<file path="src/rtl/uart_ns_rx.sv">
// UART receiver: 2-flop synchronised rx pin, mid-bit sampling with a programmable
// baud divisor (no oversampling), 8N1/8N2 framing, one-entry valid/ready output.
module uart_ns_rx #(
   parameter int unsigned DATA_W = 8,
   parameter int unsigned DIV_W  = 8
) (
   input  logic              clk,
   input  logic              rst_n,
   input  logic [DIV_W-1:0]  baud_div_i,
   input  logic              two_stop_bits,
   input  logic              rx_pin_i,
   input  logic              rx_ready_i,
   output logic              rx_valid_o,
   output logic [DATA_W-1:0] rx_data_o,
   output logic              frame_err_o,
   output logic              overrun_o
);

   localparam int unsigned BIDX_W = $clog2(DATA_W + 1);

   typedef enum logic [1:0] {
      S_IDLE,
      S_START,
      S_DATA,
      S_STOP
   } state_t;

   state_t              r_state;
   logic                r_sync1;
   logic                r_rx_s;
   logic                r_rx_d;
   logic [DIV_W-1:0]    r_div_q;
   logic [DIV_W-1:0]    r_cnt;
   logic [BIDX_W-1:0]   r_bit_idx;
   logic [1:0]          r_stop_left;
   logic [DATA_W-1:0]   r_shift;
   logic                r_valid;
   logic [DATA_W-1:0]   r_data;
   logic                r_ferr;
   logic                r_ovr;

   state_t              w_state_nxt;
   logic [DIV_W-1:0]    w_div_nxt;
   logic [DIV_W-1:0]    w_cnt_nxt;
   logic [BIDX_W-1:0]   w_bit_nxt;
   logic [1:0]          w_stop_nxt;
   logic [DATA_W-1:0]   w_shift_nxt;
   logic                w_fall;
   logic                w_done;
   logic                w_ferr;
   logic                w_pop;
   logic                w_load;
   logic                w_valid_nxt;
   logic [DATA_W-1:0]   w_data_nxt;
   logic                w_ovr;

   assign w_fall = r_rx_d & ~r_rx_s;

   always_comb begin
      w_state_nxt = r_state;
      w_div_nxt   = r_div_q;
      w_cnt_nxt   = r_cnt;
      w_bit_nxt   = r_bit_idx;
      w_stop_nxt  = r_stop_left;
      w_shift_nxt = r_shift;
      w_done      = 1'b0;
      w_ferr      = 1'b0;
      case (r_state)
         S_IDLE: begin
            if (w_fall) begin
               w_div_nxt   = baud_div_i;
               w_cnt_nxt   = (baud_div_i >> 1) - DIV_W'(1);
               w_state_nxt = S_START;
            end
         end
         S_START: begin
            if (r_cnt == '0) begin
               // a start bit that is high again at mid-bit was only a glitch
               if (!r_rx_s) begin
                  w_cnt_nxt   = r_div_q - DIV_W'(1);
                  w_bit_nxt   = '0;
                  w_state_nxt = S_DATA;
               end else begin
                  w_state_nxt = S_IDLE;
               end
            end else begin
               w_cnt_nxt = r_cnt - DIV_W'(1);
            end
         end
         S_DATA: begin
            if (r_cnt == '0) begin
               w_shift_nxt = {r_rx_s, r_shift[DATA_W-1:1]};
               w_cnt_nxt   = r_div_q - DIV_W'(1);
               w_bit_nxt   = r_bit_idx + BIDX_W'(1);
               if (r_bit_idx == BIDX_W'(DATA_W - 1)) begin
                  w_stop_nxt  = two_stop_bits ? 2'd2 : 2'd1;
                  w_state_nxt = S_STOP;
               end
            end else begin
               w_cnt_nxt = r_cnt - DIV_W'(1);
            end
         end
         S_STOP: begin
            if (r_cnt == '0) begin
               if (!r_rx_s) begin
                  w_ferr      = 1'b1;
                  w_state_nxt = S_IDLE;
               end else if (r_stop_left > 2'd1) begin
                  w_stop_nxt = r_stop_left - 2'd1;
                  w_cnt_nxt  = r_div_q - DIV_W'(1);
               end else begin
                  // leave at mid-stop so a start edge right after it is not missed
                  w_done      = 1'b1;
                  w_state_nxt = S_IDLE;
               end
            end else begin
               w_cnt_nxt = r_cnt - DIV_W'(1);
            end
         end
         default: w_state_nxt = S_IDLE;
      endcase
   end

   always_comb begin
      w_pop       = r_valid & rx_ready_i;
      w_load      = w_done & (~r_valid | w_pop);
      w_ovr       = w_done & r_valid & ~w_pop;
      w_valid_nxt = r_valid;
      w_data_nxt  = r_data;
      if (w_load) begin
         w_valid_nxt = 1'b1;
         w_data_nxt  = r_shift;
      end else if (w_pop) begin
         w_valid_nxt = 1'b0;
      end
   end

   always_ff @(posedge clk) begin
      if (!rst_n) begin
         r_state     <= S_IDLE;
         r_sync1     <= 1'b1;
         r_rx_s      <= 1'b1;
         r_rx_d      <= 1'b1;
         r_div_q     <= '0;
         r_cnt       <= '0;
         r_bit_idx   <= '0;
         r_stop_left <= '0;
         r_shift     <= '0;
         r_valid     <= 1'b0;
         r_data      <= '0;
         r_ferr      <= 1'b0;
         r_ovr       <= 1'b0;
      end else begin
         r_state     <= w_state_nxt;
         r_sync1     <= rx_pin_i;
         r_rx_s      <= r_sync1;
         r_rx_d      <= r_rx_s;
         r_div_q     <= w_div_nxt;
         r_cnt       <= w_cnt_nxt;
         r_bit_idx   <= w_bit_nxt;
         r_stop_left <= w_stop_nxt;
         r_shift     <= w_shift_nxt;
         r_valid     <= w_valid_nxt;
         r_data      <= w_data_nxt;
         r_ferr      <= w_ferr;
         r_ovr       <= w_ovr;
      end
   end

   assign rx_valid_o  = r_valid;
   assign rx_data_o   = r_data;
   assign frame_err_o = r_ferr;
   assign overrun_o   = r_ovr;

endmodule

</file>
<file path="config.mk">
export PLATFORM = sky130hd
export DESIGN_NAME = uart_ns_rx
export DESIGN_NICKNAME = d
export VERILOG_FILES = /design/src/rtl/uart_ns_rx.sv
export SDC_FILE = /design/constraint.sdc
export NUM_CORES = 1
export LEC_CHECK = 0
export CORE_MARGIN = 5
export CORE_UTILIZATION = 55
export CTS_CLUSTER_SIZE = 25
export DETAILED_ROUTE_END_ITERATION = 12
export PLACE_DENSITY = 0.78
export RECOVER_POWER = 25
export SLEW_MARGIN = 10
export SYNTH_ARGS = -nofsm -noshare
export SYNTH_HDL_FRONTEND = slang
export SYNTH_SLANG_ARGS = --single-unit
</file>
<file path="constraint.sdc">
create_clock -name clk -period 2.6 [get_ports clk]
set_input_delay 0.52 -clock clk [delete_from_list [all_inputs] [get_ports clk]]
set_output_delay 0.52 -clock clk [all_outputs]
set_load 0.03 [all_outputs]
</file>
# Yosys cells after proc, flatten, opt, wreduce, memory -nomap -nowiden
# Index checks and enable logic that the tools add are counted.
# Widths: inputs -> output; s select.
dict set report word_totals {
  reg_bits 46
  latch_bits 0
  ramBits 0
  mem_bits_ro 0
  input_bits 13
  output_inout_bits 11
  word_cells 91
  mem_count 0
}
dict set report classes {
  add_sub_neg 5
  multipliers 0
  n_div 0
  order_cmp 1
  n_eq_ne 16
  shifts 0
  n_mux 35
  bitwise_logic 9
  reduce_logical 12
}
# op n
set ops {}
lappend ops {{$mux 8} 7}
lappend ops {{$pmux 8 s4} 1}
lappend ops {{$mux 2} 14}
lappend ops {{$ne 2x2->1 const B} 8}
lappend ops {{$sub 8x1->8 const B} 2}
lappend ops {{$mux 4} 3}
lappend ops {{$ne 3x3->1 const B} 4}
lappend ops {{$reduce_and 6->1} 2}
lappend ops {{$logic_not 8->1} 1}
lappend ops {{$pmux 2 s4} 1}
lappend ops {{$pmux 4 s2} 1}
lappend ops {{$reduce_and 4->1} 2}
lappend ops {{$sub 7x1->8 const B} 1}
lappend ops {{$mux 1} 7}
lappend ops {{$reduce_bool 2->1} 3}
lappend ops {{$and 1x1->1} 5}
lappend ops {{$add 4x1->4 const B} 1}
lappend ops {{$eq 2x2->1 const B} 2}
lappend ops {{$eq 4x3->1 const B} 1}
lappend ops {{$pmux 2 s2} 1}
lappend ops {{$reduce_and 2->1} 2}
lappend ops {{$not 1->1} 3}
lappend ops {{$reduce_and 3->1} 1}
lappend ops {{$eq 2x1->1 const B} 1}
lappend ops {{4 further kinds} 4}

# Longest topological paths before layout
# Gate-level depths: netlist of the first run.
dict set report depth {
  depth_word 7
  depth_mapped 9
  ltp_nobuf 8
}

# Worst setup path before layout of the first run
# OpenSTA, ideal clock, no wires.
dict set report synth_path {
  kind {input port to flip-flop}
  start {input baud_div_i[3]}
  end {register r_cnt[7]}
  arrival_time_ns 1.837
  required_time_ns 2.464
  path_slack_ns 0.627
  stages 4
  path_cell_list {or3_1 -> a222oi_1 -> a31o_2 -> a31oi_1}
}
dict set report synth_between {
  elab_chain_len 3
}
# item line
set synth_rtl {}
lappend synth_rtl {{start, declared} 9} ;# input logic [DIV_W-1:0] baud_div_i,
lappend synth_rtl {{$sub 7x1->8} 72} ;# w_cnt_nxt = (baud_div_i >> 1) - DIV_W'(1);
lappend synth_rtl {{$mux 8} 70} ;# if (w_fall) begin
lappend synth_rtl {{$pmux 8 s4} 68} ;# case (r_state)
lappend synth_rtl {{end signal, assigned} 159} ;# r_cnt <= w_cnt_nxt;
lappend synth_rtl {{end, declared} 33} ;# logic [DIV_W-1:0] r_cnt;
# No other way between the ends. The select of a mux whose other input is x is not followed.
# A chain may end at the register's enable or synchronous reset.

# Final worst setup path of the first run
dict set report layout_path {
  start {register r_cnt[3]}
  end {register r_data[5] (netlist: rx_data_o[5])}
}
dict set report layout_between {
  elab_chain_len 4
}
# item line
set layout_rtl {}
lappend layout_rtl {{$logic_not 8->1} 104} ;# if (r_cnt == '0) begin
lappend layout_rtl {{$mux 1} 104}
lappend layout_rtl {{$mux 1} 68}
lappend layout_rtl {{$and 1x1->1} 126} ;# w_load = w_done & (~r_valid | w_pop);
lappend layout_rtl {{end signal, assigned} 164} ;# r_data <= w_data_nxt;
lappend layout_rtl {{end, declared} 38} ;# logic [DATA_W-1:0] r_data;
# No other way between the ends.

==> flow_metrics.tcl, run 1 <==
set metrics [dict create \
    power.ir.vdd_worst_mv 0.437 \
    filler_cell_count 309 \
    fmaxAchievable_mhz 455 \
    critical_path.endpoint_type "flop" \
    postCtsSetupRepairBufs 0 \
    tritoncts_clock_tree "done" \
    crit_path_frequent_cell "sky130_fd_sc_hd__nor4_4" \
    rr_endpoint "rx_data_o[5]$_SDFFE_PN0P_" \
    synthDistinctLibCells 40 \
    syn_area_um2 2130 \
    fraction_of_registers_with_async_set_reset_pct 0 \
    std_cell_rows 22 \
    antenna_cells_inserted 0 \
    class_of_the_tightest_hold_or_removal_check "reg2reg" \
    via_count 1917 \
    worst_pin_slew_ps 931 \
    timing.reg2reg.setup_slack_ps 400 \
    whs_endpoint "r_rx_s$_SDFF_PN1_" \
    static-leakage-power_nw 0.875 \
    clock_tree.htree_level_count 2 \
    synth_largest_type_area_fraction_pct 43.3 \
    worst_r2r_path_depth 6 \
    nNetsFinal 293 \
    cts_repair_resize_count 0 \
    globalRouteOverflowTotal 0 \
    drt_pre_antenna_iters 4 \
    cts.root.buffer_cell "sky130_fd_sc_hd__clkbuf_8" \
    clk-insertion-delay-late_ps 290 \
    ys_seq_elements 46 \
    run_status "complete, no violations" \
    power_switching_mw 0.383 \
    total_negative_slack_for_setup_checks_ps 0 \
    antenna_violating_nets_post_route 0 \
    first_iter_violations 119 \
    initial_utilization_pct 57.2 \
    hold_buffer_count_at_cts 0 \
    cpMaxStageDelayCell "sky130_fd_sc_hd__nor4_4" \
    path_cells "nor4_4 > nand2_1 > nor4_4 > buf_4 > mux2i_1 > nor2_1" \
    antenna_found_initial 0 \
    worst_slew_margin_rel_pct 38.0 \
    wl_per_cell_um 14.5 \
    clk_transition_reported_paths_ps 80 \
    yosysWarningCount 0 \
    routed_via_density 5.88 \
    synth_enable_flop_cells 0 \
    crit_path_max_incr_delay_ps 550 \
    drive_gt1_share_pct 6.83 \
    yosysSeqAreaShare_pct 43.3 \
    die_area_um2 5210 \
    area_growth_pct 18.9 \
    io_pins 24 \
    seqPwrFrac_pct 51.4 \
    cts_sinks 46 \
    worst-path-max-fanout 10 \
    switching_share_pct 25.9 \
    synth_fp_nets 265 \
    clock_skew_ps 6.98 \
    min-delay-start "r_sync1$_SDFF_PN1_" \
    numPortBuffers 23 \
    synth_largest_area_cell "sky130_fd_sc_hd__dfxtp_1" \
    die-width_um 72.2 \
    r2r-start "r_cnt[3]$_SDFFE_PN0P_" \
    layout.cells.most_common "sky130_fd_sc_hd__dfxtp_1" \
    worstSetupStartpointType "flop" \
    period_needed_ps 2200 \
    coreArea_um2 3720 \
    maxSlewViolCount 0 \
    clock_power_share_pct 35.1 \
    syn_avg_cell_area_um2 8.54 \
    synth_area_leaders "sky130_fd_sc_hd__dfxtp_1 (43%), sky130_fd_sc_hd__nand2_1 (7.6%), sky130_fd_sc_hd__a21oi_1 (5.2%)" \
    tritoncts.num_buffers 5 \
    synth_flop_type "sky130_fd_sc_hd__dfxtp_1" \
    commonest_cells_after_routing_fill_and_taps_aside "sky130_fd_sc_hd__dfxtp_1 (46), sky130_fd_sc_hd__nand2_1 (44), sky130_fd_sc_hd__nor2_1 (26)" \
    place.detailed.hpwl_um 3400 \
    finalSetupViolations 0 \
    max-clock-path-buffers 2 \
    first_global_vias 1764 \
    maximum_number_of_pins_on_one_net_before_global_route_repair 24 \
    p_int_mw 1.09 \
    timing.hold.ws_ps 435 \
    die-height_um 72.2 \
    final-hold-violation-count 0 \
    cellPowerDensity_nw_per_um2 584 \
    drc 0 \
    rsz_0062_raised_after_global_routing "no" \
    final_min_period_over_clock_period_pct 84.6 \
    timing_worst_setup_path_type "reg2reg" \
    grt_first_pass_wirelength_um 7990 \
    worst_ep_required_time_ps 2750 \
    worstPathArrival_ps 2350 \
    post_synth_inst_count 249 \
    gp_congestion 0.929 \
    track_usage_pct 18.7 \
    p_comb_share_pct 13.5 \
    hold_path_depth 1 \
    total_length_of_routed_wires_um 4730 \
    max_capacitance_violation_count 0 \
]
area by class of cell:
type / count / area (um^2) / area share [%]
flip-flops and latches: 46 / 921 / 36.4
inverters: 3 / 11.3 / 0.445
clock buffers: 6 / 72.6 / 2.87
clock inverters: 2 / 37.5 / 1.48
multi-input cells: 191 / 1150 / 45.5
repair buffers: 30 / 275 / 10.9
well taps: 48 / 60.1 / 2.37
metal layers:
layer | up-vias | wire length, um | global-route usage (%)
li1 | 956 | - | -
met4 | 0 | 38 | 6.05
met5 | - | 0 | 0
met2 | 45 | 2140 | 28.9
met1 | 912 | 2330 | 26.1
met3 | 4 | 217 | 3.88
worst max-delay path by stage:
stage                     slack, ps                        end                     from
final                           400  rx_data_o[5]$_SDFFE_PN0P_    r_cnt[3]$_SDFFE_PN0P_
after global routing            260  rx_data_o[5]$_SDFFE_PN0P_    r_cnt[0]$_SDFFE_PN0P_
after CTS                       460      r_cnt[4]$_SDFFE_PN0P_  r_state[0]$_SDFFE_PN0P_
after detailed placement        180      r_cnt[4]$_SDFFE_PN0P_            baud_div_i[1]
after global placement          260      r_cnt[4]$_SDFFE_PN0P_            baud_div_i[1]
after floorplan                 630      r_cnt[7]$_SDFFE_PN0P_            baud_div_i[3]
cells in the mapped netlist (4+ instances only):
master,n
sky130_fd_sc_hd__clkbuf_1,8
sky130_fd_sc_hd__nor2b_1,4
sky130_fd_sc_hd__nand3_1,5
sky130_fd_sc_hd__nand2_1,43
sky130_fd_sc_hd__nor2_1,26
sky130_fd_sc_hd__nand2b_1,6
sky130_fd_sc_hd__a311oi_1,5
sky130_fd_sc_hd__a21oi_1,22
sky130_fd_sc_hd__or3_1,6
sky130_fd_sc_hd__mux2i_1,8
sky130_fd_sc_hd__and3_1,4
sky130_fd_sc_hd__a311o_1,4
sky130_fd_sc_hd__o21ai_0,11
sky130_fd_sc_hd__a211oi_1,4
sky130_fd_sc_hd__dfxtp_1,46
power groups by stage:
stage	clock [mW]	combinational [mW]	sequential (mW)
floorplan	0	0.150	0.763
global placement	0	0.203	0.773
detailed placement	0	0.205	0.773
CTS	0.533	0.206	0.757
global route	0.559	0.218	0.762
finish	0.518	0.200	0.759
sequential cells by signal, summed over array words and instances, names as in the netlist, named ones only:
signal and count:
rx_data_o 8, r_bit_idx 4, r_state 1, frame_err_o 1, overrun_o 1, r_stop_left 2
r_div_q 8, r_sync1 1, r_shift 8, r_rx_s 1, r_rx_d 1, rx_valid_o 1
r_cnt 8
kinds of logic (layout without fill, tap and decap cells):
family | after synthesis | in the layout | synth area share (%)
XOR/XNOR | 3 | 3 | 1.24
multiplexers | 8 | 8 | 3.76
AND/OR/NAND/NOR | 114 | 114 | 28.0
AO/OA/AOI/OAI | 63 | 63 | 19.8
flip-flops | 46 | 46 | 43.3
adder cells (fa/ha/maj) | 3 | 3 | 1.76
buffers and inverters | 12 | 41 | 2.18
metrics by stage:
step	utilization (%)	cell area (um^2)	setup WS, ps	power, mW	instances
final	68.1	2530	401	1.48	326
after global routing	68.1	2530	258	1.54	326
after CTS	68.5	2540	461	1.50	326
after detailed placement	65.5	2430	182	0.979	318
after global placement	65.5	2430	264	0.977	318
after floorplan	-	2130	627	0.912	249
critical path, delay by kind of cell, from the launching register on:
kind / cells / cell delay (ps)
buf+inv: 1 / 230
flops: 1 / 390
mux: 1 / 200
simple gates: 4 / 1220
Power figures use the tool's default switching activity.
==> run 2: changes to the inputs <==
==> constraint.sdc (replaced) <==
create_clock -name clk -period 2.23 [get_ports clk]
set_input_delay 0.446 -clock clk [delete_from_list [all_inputs] [get_ports clk]]
set_output_delay 0.446 -clock clk [all_outputs]
set_load 0.03 [all_outputs]
==> run 2 against run 1 <==
  * Sequential power grew 16%
  * Register-to-register slack lost 180 ps
  * Sequential share of layout area shrank 1.9 points
  * Utilization grew 3.7 points
  * Worst setup slack lost 180 ps
  * Critical path depth grew 1
  * Fmax grew 9.3%
  * Count of clock-buffer cells in the layout shrank 1
  * Global-route usage grew 1.3 points
==> flow_metrics.tcl, run 2 (synthesis gave the netlist of run 1 again) <==
set metrics [dict create \
    worst_pin_slew_ps 648 \
    cts_sinks 46 \
    gp_congestion 0.899 \
    p_int_mw 1.33 \
    maximum_number_of_pins_on_one_net_before_global_route_repair 26 \
    total_length_of_routed_wires_um 4900 \
    track_usage_pct 20.1 \
    via_count 1944 \
    clk-insertion-delay-late_ps 300 \
    run_status "complete, no violations" \
    switching_share_pct 27.0 \
    place.detailed.instances 331 \
    worst-path-max-fanout 8 \
    static-leakage-power_nw 0.966 \
    antenna_cells_inserted 0 \
    critPathTopFamily "simple AND/OR/NAND/NOR gates" \
    routed_via_density 5.68 \
    first_iter_violations 157 \
    max-clock-path-buffers 2 \
    die_area_um2 5210 \
    antenna_found_initial 0 \
    worstPathArrival_ps 2190 \
    seqPwrFrac_pct 48.0 \
    post_layout_nonfiller_instances 342 \
    period_needed_ps 2010 \
    commonest_cells_after_routing_fill_and_taps_aside "sky130_fd_sc_hd__dfxtp_1 (46), sky130_fd_sc_hd__nand2_1 (43), sky130_fd_sc_hd__nor2_1 (26)" \
    clock_tree.htree_level_count 2 \
    p_comb_share_pct 16.9 \
    layout.cells.most_common "sky130_fd_sc_hd__dfxtp_1" \
    worst_slew_margin_rel_pct 56.3 \
    tritoncts.num_buffers 5 \
    nNetsFinal 309 \
    placement_stage_cell_area_um2 2540 \
    worst_ep_required_time_ps 2410 \
    clock_power_share_pct 35.1 \
    std_cell_rows 22 \
    wl_per_cell_um 14.3 \
    area_growth_pct 25.4 \
    worstSetupStartpointType "flop" \
    antenna_violating_nets_post_route 0 \
    final_core_util_pct 71.8 \
    filler_cell_count 310 \
    fin_total_pwr_mw 1.83 \
    drt_pre_antenna_iters 4 \
    clk_transition_reported_paths_ps 90 \
    finalInstanceArea_um2 2670 \
    drive_gt1_share_pct 12.9 \
    final_min_period_over_clock_period_pct 90.2 \
    grt_first_pass_wirelength_um 8290 \
    numPortBuffers 23 \
    class_of_the_tightest_hold_or_removal_check "reg2reg" \
    power.ir.vdd_worst_mv 0.491 \
    first_global_vias 1842 \
    coreArea_um2 3720 \
    power_switching_mw 0.493 \
    clock_skew_ps 5.83 \
    max_capacitance_violation_count 0 \
    fmaxAchievable_mhz 497 \
    critical_path.endpoint_type "flop" \
    cts_repair_resize_count 0 \
    globalRouteOverflowTotal 0 \
    critical_path.n_buffers_inverters 2 \
    drc 0 \
    initial_utilization_pct 57.2 \
    place.detailed.hpwl_um 3550 \
    finalSetupViolations 0 \
    cts.root.buffer_cell "sky130_fd_sc_hd__clkbuf_8" \
    final-hold-violation-count 0 \
    hold_buffer_count_at_cts 0 \
    die-width_um 72.2 \
    crit_path_max_incr_delay_ps 470 \
    cellPowerDensity_nw_per_um2 685 \
    die-height_um 72.2 \
    timing_worst_setup_path_type "reg2reg" \
    tritoncts_clock_tree "done" \
    postCtsSetupRepairBufs 0 \
    maxSlewViolCount 0 \
    rsz_0062_raised_after_global_routing "no" \
    path_cells "nor4_4 > buf_4 > nand2_4 > nor4_4 > buf_4 > mux2i_1 > nor2_1" \
    io_pins 24 \
    cpMaxStageDelayCell "sky130_fd_sc_hd__nor4_4" \
]
## run 2: through the flow
stage / hold slack, ps / worst slack, ps / TNS [ps]
floorplan: 386 / 280 / 0
global placement: 410 / 47.1 / 0
detailed placement: 411 / -30.5 / -30.5
CTS: 437 / 185 / 0
global route: 458 / 55.0 / 0
finish: 426 / 218 / 0
## run 2: area by class of cell
cell class | count | area [um^2] | area share [%]
Sequential cell | 46 | 921 | 34.5
Clock buffer | 5 | 68.8 | 2.58
Tap cell | 48 | 60.1 | 2.25
Timing Repair Buffer | 46 | 397 | 14.9
Multi-Input combinational cell | 191 | 1160 | 43.5
Inverter | 3 | 11.3 | 0.422
Clock inverter | 3 | 48.8 | 1.83
## run 2: power groups by stage
stage	combinational [mW]	sequential, mW	clock (mW)
final	0.308	0.877	0.641
after global routing	0.336	0.880	0.687
after CTS	0.290	0.876	0.656
after detailed placement	0.288	0.895	0
after global placement	0.286	0.895	0
after floorplan	0.175	0.889	0
## run 2: per-layer routing
| metal | vias up | global-route usage [%] | part of all wire (%) |
|---|---|---|---|
| met1 | 907 | 27.5 | 48 |
| li1 | 994 | - | - |
| met5 | - | 0 | 0 |
| met3 | 5 | 3.60 | 4.2 |
| met4 | 0 | 6.89 | 1.1 |
| met2 | 38 | 31.7 | 46 |
## run 2: worst reg2reg max path, cell delays in order, from the launching register on
cell and delay [ps]:
sky130_fd_sc_hd__dfxtp_1 340, sky130_fd_sc_hd__nor4_4 470, sky130_fd_sc_hd__buf_4 220, sky130_fd_sc_hd__nand2_4 80, sky130_fd_sc_hd__nor4_4 270, sky130_fd_sc_hd__buf_4 230, sky130_fd_sc_hd__mux2i_1 210, sky130_fd_sc_hd__nor2_1 60
## run 2: path summary, 6_finish.rpt
kind                              start                        end  slack, ps  cells after the start
setup / recovery  r_cnt[3]$_SDFFE_PN0P_  rx_data_o[3]$_SDFFE_PN0P_        220                      7
hold / removal       r_sync1$_SDFF_PN1_          r_rx_s$_SDFF_PN1_        430                      1
setup reg to reg  r_cnt[3]$_SDFFE_PN0P_  rx_data_o[3]$_SDFFE_PN0P_        220                      7
hold reg to reg      r_sync1$_SDFF_PN1_          r_rx_s$_SDFF_PN1_        430                      1
